<file path="config.mk">
export PLATFORM = sky130hd
export DESIGN_NAME = modbus_input_reg_scan_flat
export DESIGN_NICKNAME = d
export VERILOG_FILES = /design/src/rtl/modbus_input_reg_scan_if.sv /design/src/rtl/modbus_input_reg_scan.sv /design/src/flat_wrapper.sv
export SDC_FILE = /design/constraint.sdc
export NUM_CORES = 1
export LEC_CHECK = 0
export BUFFER_PORTS_ARGS = -buffer_cell sky130_fd_sc_hd__clkbuf_2
export CORE_MARGIN = 4
export CORE_UTILIZATION = 30
export DETAILED_ROUTE_END_ITERATION = 10
export GPL_TIMING_DRIVEN = 0
export PLACE_DENSITY = 0.52
export SETUP_SLACK_MARGIN = 0.05
export SKIP_CTS_REPAIR_TIMING = 1
export SLEW_MARGIN = 0
export SYNTH_ARGS = -nofsm -noshare
export SYNTH_HDL_FRONTEND = slang
export SYNTH_SLANG_ARGS = --single-unit
</file>
<file path="constraint.sdc">
create_clock -name clk -period 4.05 [get_ports clk]
set_input_delay 0.2025 -clock clk [delete_from_list [all_inputs] [get_ports clk]]
set_output_delay 0.2025 -clock clk [all_outputs]
set_load 0.05 [all_outputs]
</file>
<file path="src/rtl/modbus_input_reg_scan_if.sv">
// Sample request/acknowledge channel between the input-register scanner and
// the sensor front end.
//   smp_req   scanner -> sensor  request, held until ack or timeout
//   smp_ch    scanner -> sensor  channel index 0..11, stable while smp_req=1
//   smp_ack   sensor -> scanner  1-cycle acknowledge, smp_data valid with it
//   smp_data  sensor -> scanner  16-bit sample value
interface modbus_input_reg_scan_if;
    logic        smp_req;
    logic [3:0]  smp_ch;
    logic        smp_ack;
    logic [15:0] smp_data;

    modport master (
        output smp_req,
        output smp_ch,
        input  smp_ack,
        input  smp_data
    );

    modport slave (
        input  smp_req,
        input  smp_ch,
        output smp_ack,
        output smp_data
    );
endinterface

</file>
<file path="src/rtl/modbus_input_reg_scan.sv">
// Input-register scanner for the Modbus RTU slave (function 04).
// On every scan-period tick (while idle and enabled) polls channels 0..11 over
// the sample interface into a shadow bank, then copies the whole bank to
// read_04_bus in one cycle once freeze is low, so a response never mixes scans.
// Optional build macro AVG4_EN: each channel is sampled four times and the
// truncated mean is stored; any timeout marks the channel bad (16'hFFFF).
// Ports:
//   clk, rst_n     clock, synchronous active-low reset
//   scan_en        enables starting a scan on a tick
//   freeze         holds the commit while a slave transaction is running
//   smp            sample interface (master side)
//   read_04_bus    committed bank, channel k at [16k+15:16k]
//   scan_done      1-cycle pulse, aligned with the new read_04_bus contents
//   ch_err         per-channel timeout flags of the last committed scan
//   overrun        sticky: a tick arrived while a scan was still running
module modbus_input_reg_scan #(
    parameter int unsigned CLK_FREQ    = 50000000,
    parameter int unsigned SCAN_PERIOD = 1000,
    parameter int unsigned ACK_TIMEOUT = 255
) (
    input  logic                     clk,
    input  logic                     rst_n,
    input  logic                     scan_en,
    input  logic                     freeze,
    modbus_input_reg_scan_if.master  smp,
    output logic [191:0]             read_04_bus,
    output logic                     scan_done,
    output logic [11:0]              ch_err,
    output logic                     overrun
);

    localparam int unsigned Ticks   = (CLK_FREQ / 1000000) * SCAN_PERIOD;
    localparam int unsigned PerW    = (Ticks > 1) ? $clog2(Ticks) : 1;
    localparam logic [PerW-1:0] PerLast = PerW'(Ticks - 1);
    localparam logic [15:0] WaitLast    = 16'(ACK_TIMEOUT - 1);

    typedef enum logic [1:0] {StIdle, StReq, StNext, StCommit} state_e;

    state_e state_q, state_d;

    logic [PerW-1:0] per_q;
    logic [15:0]     wait_q;
    logic [3:0]      idx_q;
    logic [15:0]     shadow_q [12];
    logic [11:0]     err_sh_q;
    logic [191:0]    bus_q;
    logic [11:0]     ch_err_q;
    logic            scan_done_q;
    logic            overrun_q;

    logic tick, start, ack_hit, timeout;
    logic more;      // in NEXT: another sample of the same channel is pending
    logic ch_done;   // final result for the current channel is written this cycle
    logic [15:0] ch_val;

    assign tick    = (per_q == PerLast);
    assign start   = (state_q == StIdle) && tick && scan_en;
    assign ack_hit = (state_q == StReq) && smp.smp_ack;
    // Ack on the last allowed cycle wins over the timeout.
    assign timeout = (state_q == StReq) && !smp.smp_ack && (wait_q == WaitLast);

`ifdef AVG4_EN
    logic [1:0]  rep_q;
    logic [17:0] sum_q, sum_nx;

    assign sum_nx  = sum_q + {2'b00, smp.smp_data};
    assign more    = (rep_q != 2'd0);
    assign ch_done = timeout || (ack_hit && rep_q == 2'd3);
    assign ch_val  = timeout ? 16'hFFFF : 16'(sum_nx >> 2);

    // A timeout abandons the remaining samples of the channel.
    always_ff @(posedge clk) begin
        if (!rst_n) begin
            rep_q <= 2'd0;
            sum_q <= 18'd0;
        end else if (ch_done) begin
            rep_q <= 2'd0;
            sum_q <= 18'd0;
        end else if (ack_hit) begin
            rep_q <= rep_q + 2'd1;
            sum_q <= sum_nx;
        end
    end
`else
    assign more    = 1'b0;
    assign ch_done = ack_hit || timeout;
    assign ch_val  = timeout ? 16'hFFFF : smp.smp_data;
`endif

    // State register
    always_ff @(posedge clk) begin
        if (!rst_n) begin
            state_q <= StIdle;
        end else begin
            state_q <= state_d;
        end
    end

    // Next-state logic
    always_comb begin
        state_d = state_q;
        unique case (state_q)
            StIdle:   if (start) state_d = StReq;
            StReq:    if (ack_hit || timeout) state_d = StNext;
            StNext:   state_d = (more || idx_q != 4'd11) ? StReq : StCommit;
            StCommit: if (!freeze) state_d = StIdle;
            default:  state_d = StIdle;
        endcase
    end

    // Output logic
    always_comb begin
        smp.smp_req = (state_q == StReq);
        smp.smp_ch  = idx_q;
        read_04_bus = bus_q;
        ch_err      = ch_err_q;
        scan_done   = scan_done_q;
        overrun     = overrun_q;
    end

    // Datapath: period counter, wait counter, channel index, shadow and output banks
    always_ff @(posedge clk) begin
        if (!rst_n) begin
            per_q       <= '0;
            wait_q      <= 16'd0;
            idx_q       <= 4'd0;
            err_sh_q    <= 12'd0;
            bus_q       <= 192'd0;
            ch_err_q    <= 12'd0;
            scan_done_q <= 1'b0;
            overrun_q   <= 1'b0;
            for (int k = 0; k < 12; k++) begin
                shadow_q[k] <= 16'd0;
            end
        end else begin
            per_q       <= tick ? '0 : per_q + 1'b1;
            wait_q      <= (state_q == StReq && !(ack_hit || timeout)) ? wait_q + 16'd1 : 16'd0;
            scan_done_q <= 1'b0;

            // Ticks arriving mid-scan are dropped, only flagged.
            if (tick && state_q != StIdle) begin
                overrun_q <= 1'b1;
            end

            if (start) begin
                idx_q    <= 4'd0;
                err_sh_q <= 12'd0;
            end else if (state_q == StNext && !more && idx_q != 4'd11) begin
                idx_q <= idx_q + 4'd1;
            end

            if (ch_done) begin
                shadow_q[idx_q] <= ch_val;
                if (timeout) begin
                    err_sh_q[idx_q] <= 1'b1;
                end
            end

            if (state_q == StCommit && !freeze) begin
                for (int k = 0; k < 12; k++) begin
                    bus_q[16*k +: 16] <= shadow_q[k];
                end
                ch_err_q    <= err_sh_q;
                scan_done_q <= 1'b1;
            end
        end
    end

endmodule

</file>
<file path="src/flat_wrapper.sv">
// flat-port wrapper written by rule: the top's interface ports become plain ports
module modbus_input_reg_scan_flat 
#(
    parameter int unsigned CLK_FREQ    = 50000000,
    parameter int unsigned SCAN_PERIOD = 1000,
    parameter int unsigned ACK_TIMEOUT = 255
)
  (clk, rst_n, scan_en, freeze, read_04_bus, scan_done, ch_err, overrun, smp_smp_req, smp_smp_ch, smp_smp_ack, smp_smp_data);
  modbus_input_reg_scan_if smp_i ();
  input  logic clk;
  input  logic rst_n;
  input  logic scan_en;
  input  logic freeze;
  output logic [191:0] read_04_bus;
  output logic scan_done;
  output logic [11:0] ch_err;
  output logic overrun;
  output wire logic [$bits(smp_i.smp_req)-1:0] smp_smp_req;
  output wire logic [$bits(smp_i.smp_ch)-1:0] smp_smp_ch;
  input wire logic [$bits(smp_i.smp_ack)-1:0] smp_smp_ack;
  input wire logic [$bits(smp_i.smp_data)-1:0] smp_smp_data;
  assign smp_smp_req = smp_i.smp_req;
  assign smp_smp_ch = smp_i.smp_ch;
  assign smp_i.smp_ack = smp_smp_ack;
  assign smp_i.smp_data = smp_smp_data;
  modbus_input_reg_scan #(.CLK_FREQ(CLK_FREQ), .SCAN_PERIOD(SCAN_PERIOD), .ACK_TIMEOUT(ACK_TIMEOUT)) u_core (.clk(clk), .rst_n(rst_n), .scan_en(scan_en), .freeze(freeze), .smp(smp_i), .read_04_bus(read_04_bus), .scan_done(scan_done), .ch_err(ch_err), .overrun(overrun));
endmodule
</file>
* After elaboration in Yosys (flattened, before gate mapping)
Memory sizes are Yosys's and may differ from the RTL's. A register that Yosys moved wholly into a read port is not among the register bits.
Index checks and enable logic that the tools add are counted.
W data, S select, Z words.
** Operators by class
- Magnitude comparators :: 2
- Multiplexer cells :: 20
- Shifts and indexed selects :: 0
- Equality and inequality tests :: 9
- Add/subtract/negate cells :: 3
- Bitwise logic cells :: 2
- Div/mod/pow operators :: 0
- Reduce and logical (&&, ||, !) cells :: 33
- Multiply operators :: 0
** Operators with widths (count)
- $mux W12 :: 4
- $add A16 B1 Y16 const B :: 2
- $mux W16 :: 2
- $eq A16 B16 Y1 const B :: 1
- $eq A16 B8 Y1 const B :: 1
- $reduce_or A16 Y1 :: 1
- $logic_not A1 Y1 :: 15
- $or A12 B12 Y12 :: 1
- $logic_and A1 B1 Y1 :: 10
- $mux W2 :: 4
- $pmux W2 S4 :: 1
- $mux W1 :: 7
- $lt A4 B5 Y1 const B :: 1
- $add A4 B1 Y4 const B :: 1
- $demux W1 S4 :: 1
- $eq A2 B2 Y1 const B :: 2
- $ge A4 B1 Y1 const B :: 1
- $mux W4 :: 1
- $ne A2 B1 Y1 const B :: 2
- $ne A4 B4 Y1 const B :: 1
- $reduce_or A2 Y1 :: 2
- $reduce_and A3 Y1 :: 1
- $eq A2 B1 Y1 const B :: 1
- $logic_not A2 Y1 :: 1
- 5 further kinds :: 5
** Word-level totals
- Memories kept :: 1
- ROM bits :: 0
- Output and inout bits :: 211
- Logic and storage cells :: 78
- RAM bits :: 192
- Bits of input ports :: 21
- Register bits :: 64
- Latch bits :: 0
** Memory list
- u_core.shadow_q :: depth 12, bits a word 16, rd ports 12, clocked after Yosys merged registers in 12, wr ports 12, line modbus_input_reg_scan.sv:44 : logic [15:0] shadow_q [12];

* Logic depth before layout (Yosys ltp)
- Depth in word-level cells :: 9
- Mapped depth :: 8
- Mapped depth without buffers :: 6

* Least setup slack after synthesis
Ideal clock, no wire load.
- Path type :: register -> register
- Start point :: reg u_core.wait_q[0]
- End point :: mem u_core.shadow_q[0][0] (enable)
- Path slack :: 0.541 ns
- Clock period less this slack :: 3.509 ns
- Library setup time :: 0.411 ns
- Path buffers :: 1
- Required time :: 3.639 ns
- Arrival :: 3.098 ns
- Stages on the path, launching flop included :: 8
- Cells stage by stage :: dfxtp_1 inv_1 ha_1 or4b_1 o41ai_4 buf_6 nand3_1 o21ai_0
** RTL lines
- start, declared :: line modbus_input_reg_scan.sv:42 : logic [15:0] wait_q;
- start signal, assigned :: line modbus_input_reg_scan.sv:137 : wait_q <= (state_q == StReq && !(ack_hit || timeout)) ? wait_q + 16'd1 : 16'd0;
- end, declared :: line modbus_input_reg_scan.sv:44

==> impl_metrics.ini <==
[worst_hold_path]
hp-class = input port to flop

[yosys]
async_flop_share_pct = 0
synth_edf_count = 192
synth_nets = 1658
syn-mean-instance-area_sq_um = 10.3
synthFlopType = dfxtp_1
syn_inst = 1630
synth_area_sq_um = 16800
ys_warn_count = 0
synth.ff_latch_count = 448
ys_types = 39
ys_seq_area_share_pct = 65.0

[global_route]
grt_pass1_vias = 12100
grt_overflow_total = 0
grt_pass1_wl_mm = 75.2
grt_antenna_before_repair = 1
gr-usage-all-layers_pct = 16.6
grt_max_degree = 17

[die]
pin_count = 232
die_height_um = 244
die_w_um = 244
num_rows = 86
die-area_sq_um = 59700
start_util_pct = 30.4
core_sq_um = 55200

[finish]
multiInputGateArea_sq_um = 5360
n_antenna_cell = 0
fill_cells = 5550
fin_cells = 2713
layout.nets = 1951
syn_to_final_growth_pct = 22.7
layout-drive-gt1-share_pct = 16.9
seq_area_sq_um = 10900
finalInstanceArea_sq_um = 20600

[critical_path]
startpoint = u_core.wait_q[1]
cp_cell_sequence = ha_1 > or4b_1 > o41ai_4 > buf_6 > nand3_1 > o21ai_2
r2r-end = u_core.shadow_q[3][10]
slowest_delay_ns = 0.84
rr_worst_depth = 6
critical_path_arrival_ns = 3.66
required_ns = 4.25
critPathKind = flop to flop
cp_slowest_cell = o21ai_2
r2r_slack_ns = 0.59
r2r_start = u_core.wait_q[1]
start_kind = flop
crit_path_max_fanout = 16
crit_end = u_core.shadow_q[3][10]
critPathCaptureType = flop

[timing]
worst_slack_ns = 0.593
holdWs_ns = -0.0225
grt_setup_unrepaired = no
fin_crit_sh_pct = 85.4
setup_tns_ns = 0
relSlewSlack_pct = 7.50
slew_violations = 0
finalSetupViolations = 0
hold_viol_final = 3
clock_skew_ns = 0.0243
fmax_mhz = 289
tightest_slew_ns = 1.39
fin_crit_ns = 3.46

[flow_run]
cap_violations = 0

[status]
violations = hold timing
status = finished, violations left

[placed_design]
placed_area_sq_um = 18900
dp_slack_ns = 0.602
dp.cells = 2613
dp.final_hpwl_mm = 36.0
gp_congestion = 0.870
io_buffer_count = 230

[cts]
insertion_delay_ns = 0.59
ctsLongestPathBuffers = 3
htreeDepth = 2
cts_tree = built
cts_num_sinks = 448
cts_root_buffer = clkbuf_16
numCtsBuffers = 50
cts.clk_slew.worst_paths_ns = 0.06

[routing]
vias = 12300
drc = 0
first_pass_iters = 5
routed_via_density = 4.52
drt_iter0_drc = 742
antenna_left = 0
wirelength_mm = 50.8
wire_per_inst_um = 18.7

[power_and_ir_drop]
peakVddDrop_mv = 0.274
p_per_area_nw_per_um2 = 455
power.leakage_nw = 7.44
[cells in the final DEF, fill, tap and decap left out, drive strengths merged, types with 2 or more instances in the layout]
cell         count
dlygate4sd3      6
nand2b           2
nor3            10
nand4           25
inv             17
dfxtp          256
clkbuf         406
and4             2
nor2           232
edfxtp         192
and3             2
o21ai           16
nor2b            4
xor2             8
buf             24
a21boi         204
xnor2           21
and2             4
clkinv          13
nand3b           3
o22ai           11
a21oi           20
nand3           20
ha               7
nor4            10
nand2          439
[routing by layer]
layer / vias up / wire length (um) / global-route usage (%)
li1: 6039 / - / -
met1: 5891 / 22000 / 21.0
met2: 275 / 24600 / 28.3
met3: 65 / 3180 / 4.56
met4: 2 / 1050 / 4.07
met5: - / 13 / 0
[final cells by class]
cell class | instances | share of cell area [%]
Sequential cell | 448 | 53.0
Multi-Input combinational cell | 1050 | 26.0
Clock buffer | 81 | 7.15
Timing Repair Buffer | 241 | 6.20
Tap cell | 748 | 4.55
Buffer | 114 | 2.35
Clock inverter | 13 | 0.420
Inverter | 18 | 0.329
[critical path: cells and delay by family (launching register included)]
family | cells | cell delay, ns
compound gates | 2 | 1.46
simple gates | 2 | 0.78
flops | 1 | 0.39
buf+inv | 1 | 0.26
fa+ha+maj | 1 | 0.16
[worst min-delay path by stage]
stage                              startpoint                     end  slack, ns  cells after the start
after global routing          smp_smp_data[4]  u_core.shadow_q[11][4]      0.001                      3
final                         smp_smp_data[6]  u_core.shadow_q[10][6]      -0.02                      3
after floorplan                   smp_smp_ack     u_core.err_sh_q[11]       0.41                      3
after global placement    u_core.err_sh_q[11]     u_core.err_sh_q[11]       0.45                      2
after detailed placement      u_core.per_q[0]         u_core.per_q[0]       0.45                      1
after CTS                         smp_smp_ack     u_core.err_sh_q[11]      -0.06                      4
[metrics by stage]
| stage | total power (W) | utilization [%] |
|---|---|---|
| after floorplan | 0.00500 | - |
| after global placement | 0.00511 | 34.1 |
| after detailed placement | 0.00512 | 34.3 |
| after CTS | 0.00946 | 37.1 |
| after global routing | 0.00966 | 37.3 |
| final | 0.00936 | 37.3 |
[registers in the layout, summed over array words and instances, names as in the netlist]
register            count
u_core.read_04_bus    192
u_core.shadow_q       192
u_core.per_q           16
u_core.wait_q          16
u_core.ch_err          12
u_core.err_sh_q        12
u_core.smp.smp_ch       4
u_core.state_q          2
u_core.overrun          1
u_core.scan_done        1
[cell families (layout without fill, tap and decap cells)]
family	count (synthesis)	count (layout)	share of synthesized area, %
flip-flops	448	448	65.0
buffers and inverters	132	467	3.29
AO/OA/AOI/OAI	254	254	10.9
adder cells (fa/ha/maj)	7	7	0.523
AND/OR/NAND/NOR	760	760	18.8
XOR/XNOR	29	29	1.52
[where the power goes]
| group | internal [W] | total [W] | switching (W) |
|---|---|---|---|
| sequential | 0.00477 | 0.00479 | 0.0000239 |
| combinational | 0.0000584 | 0.000231 | 0.000173 |
| clock | 0.00254 | 0.00434 | 0.00180 |
[Yosys cell counts (6+ instances only)]
master,n,area (sq um)
buf_2,9,45.0
dfxtp_1,256,5120
nor2_1,232,871
xor2_1,8,70.1
clkbuf_1,95,357
nand2_1,439,1650
nor3_1,9,45.0
o21ai_0,16,80.1
buf_6,6,67.6
a21boi_0,204,1530
nand3_1,20,100
o22ai_1,11,68.8
edfxtp_1,192,5770
ha_1,7,87.6
xnor2_1,21,184
a21oi_1,20,100
nor4_1,10,62.6
nand4_1,20,125
inv_1,17,63.8
(Power assumes the default switching activity.)
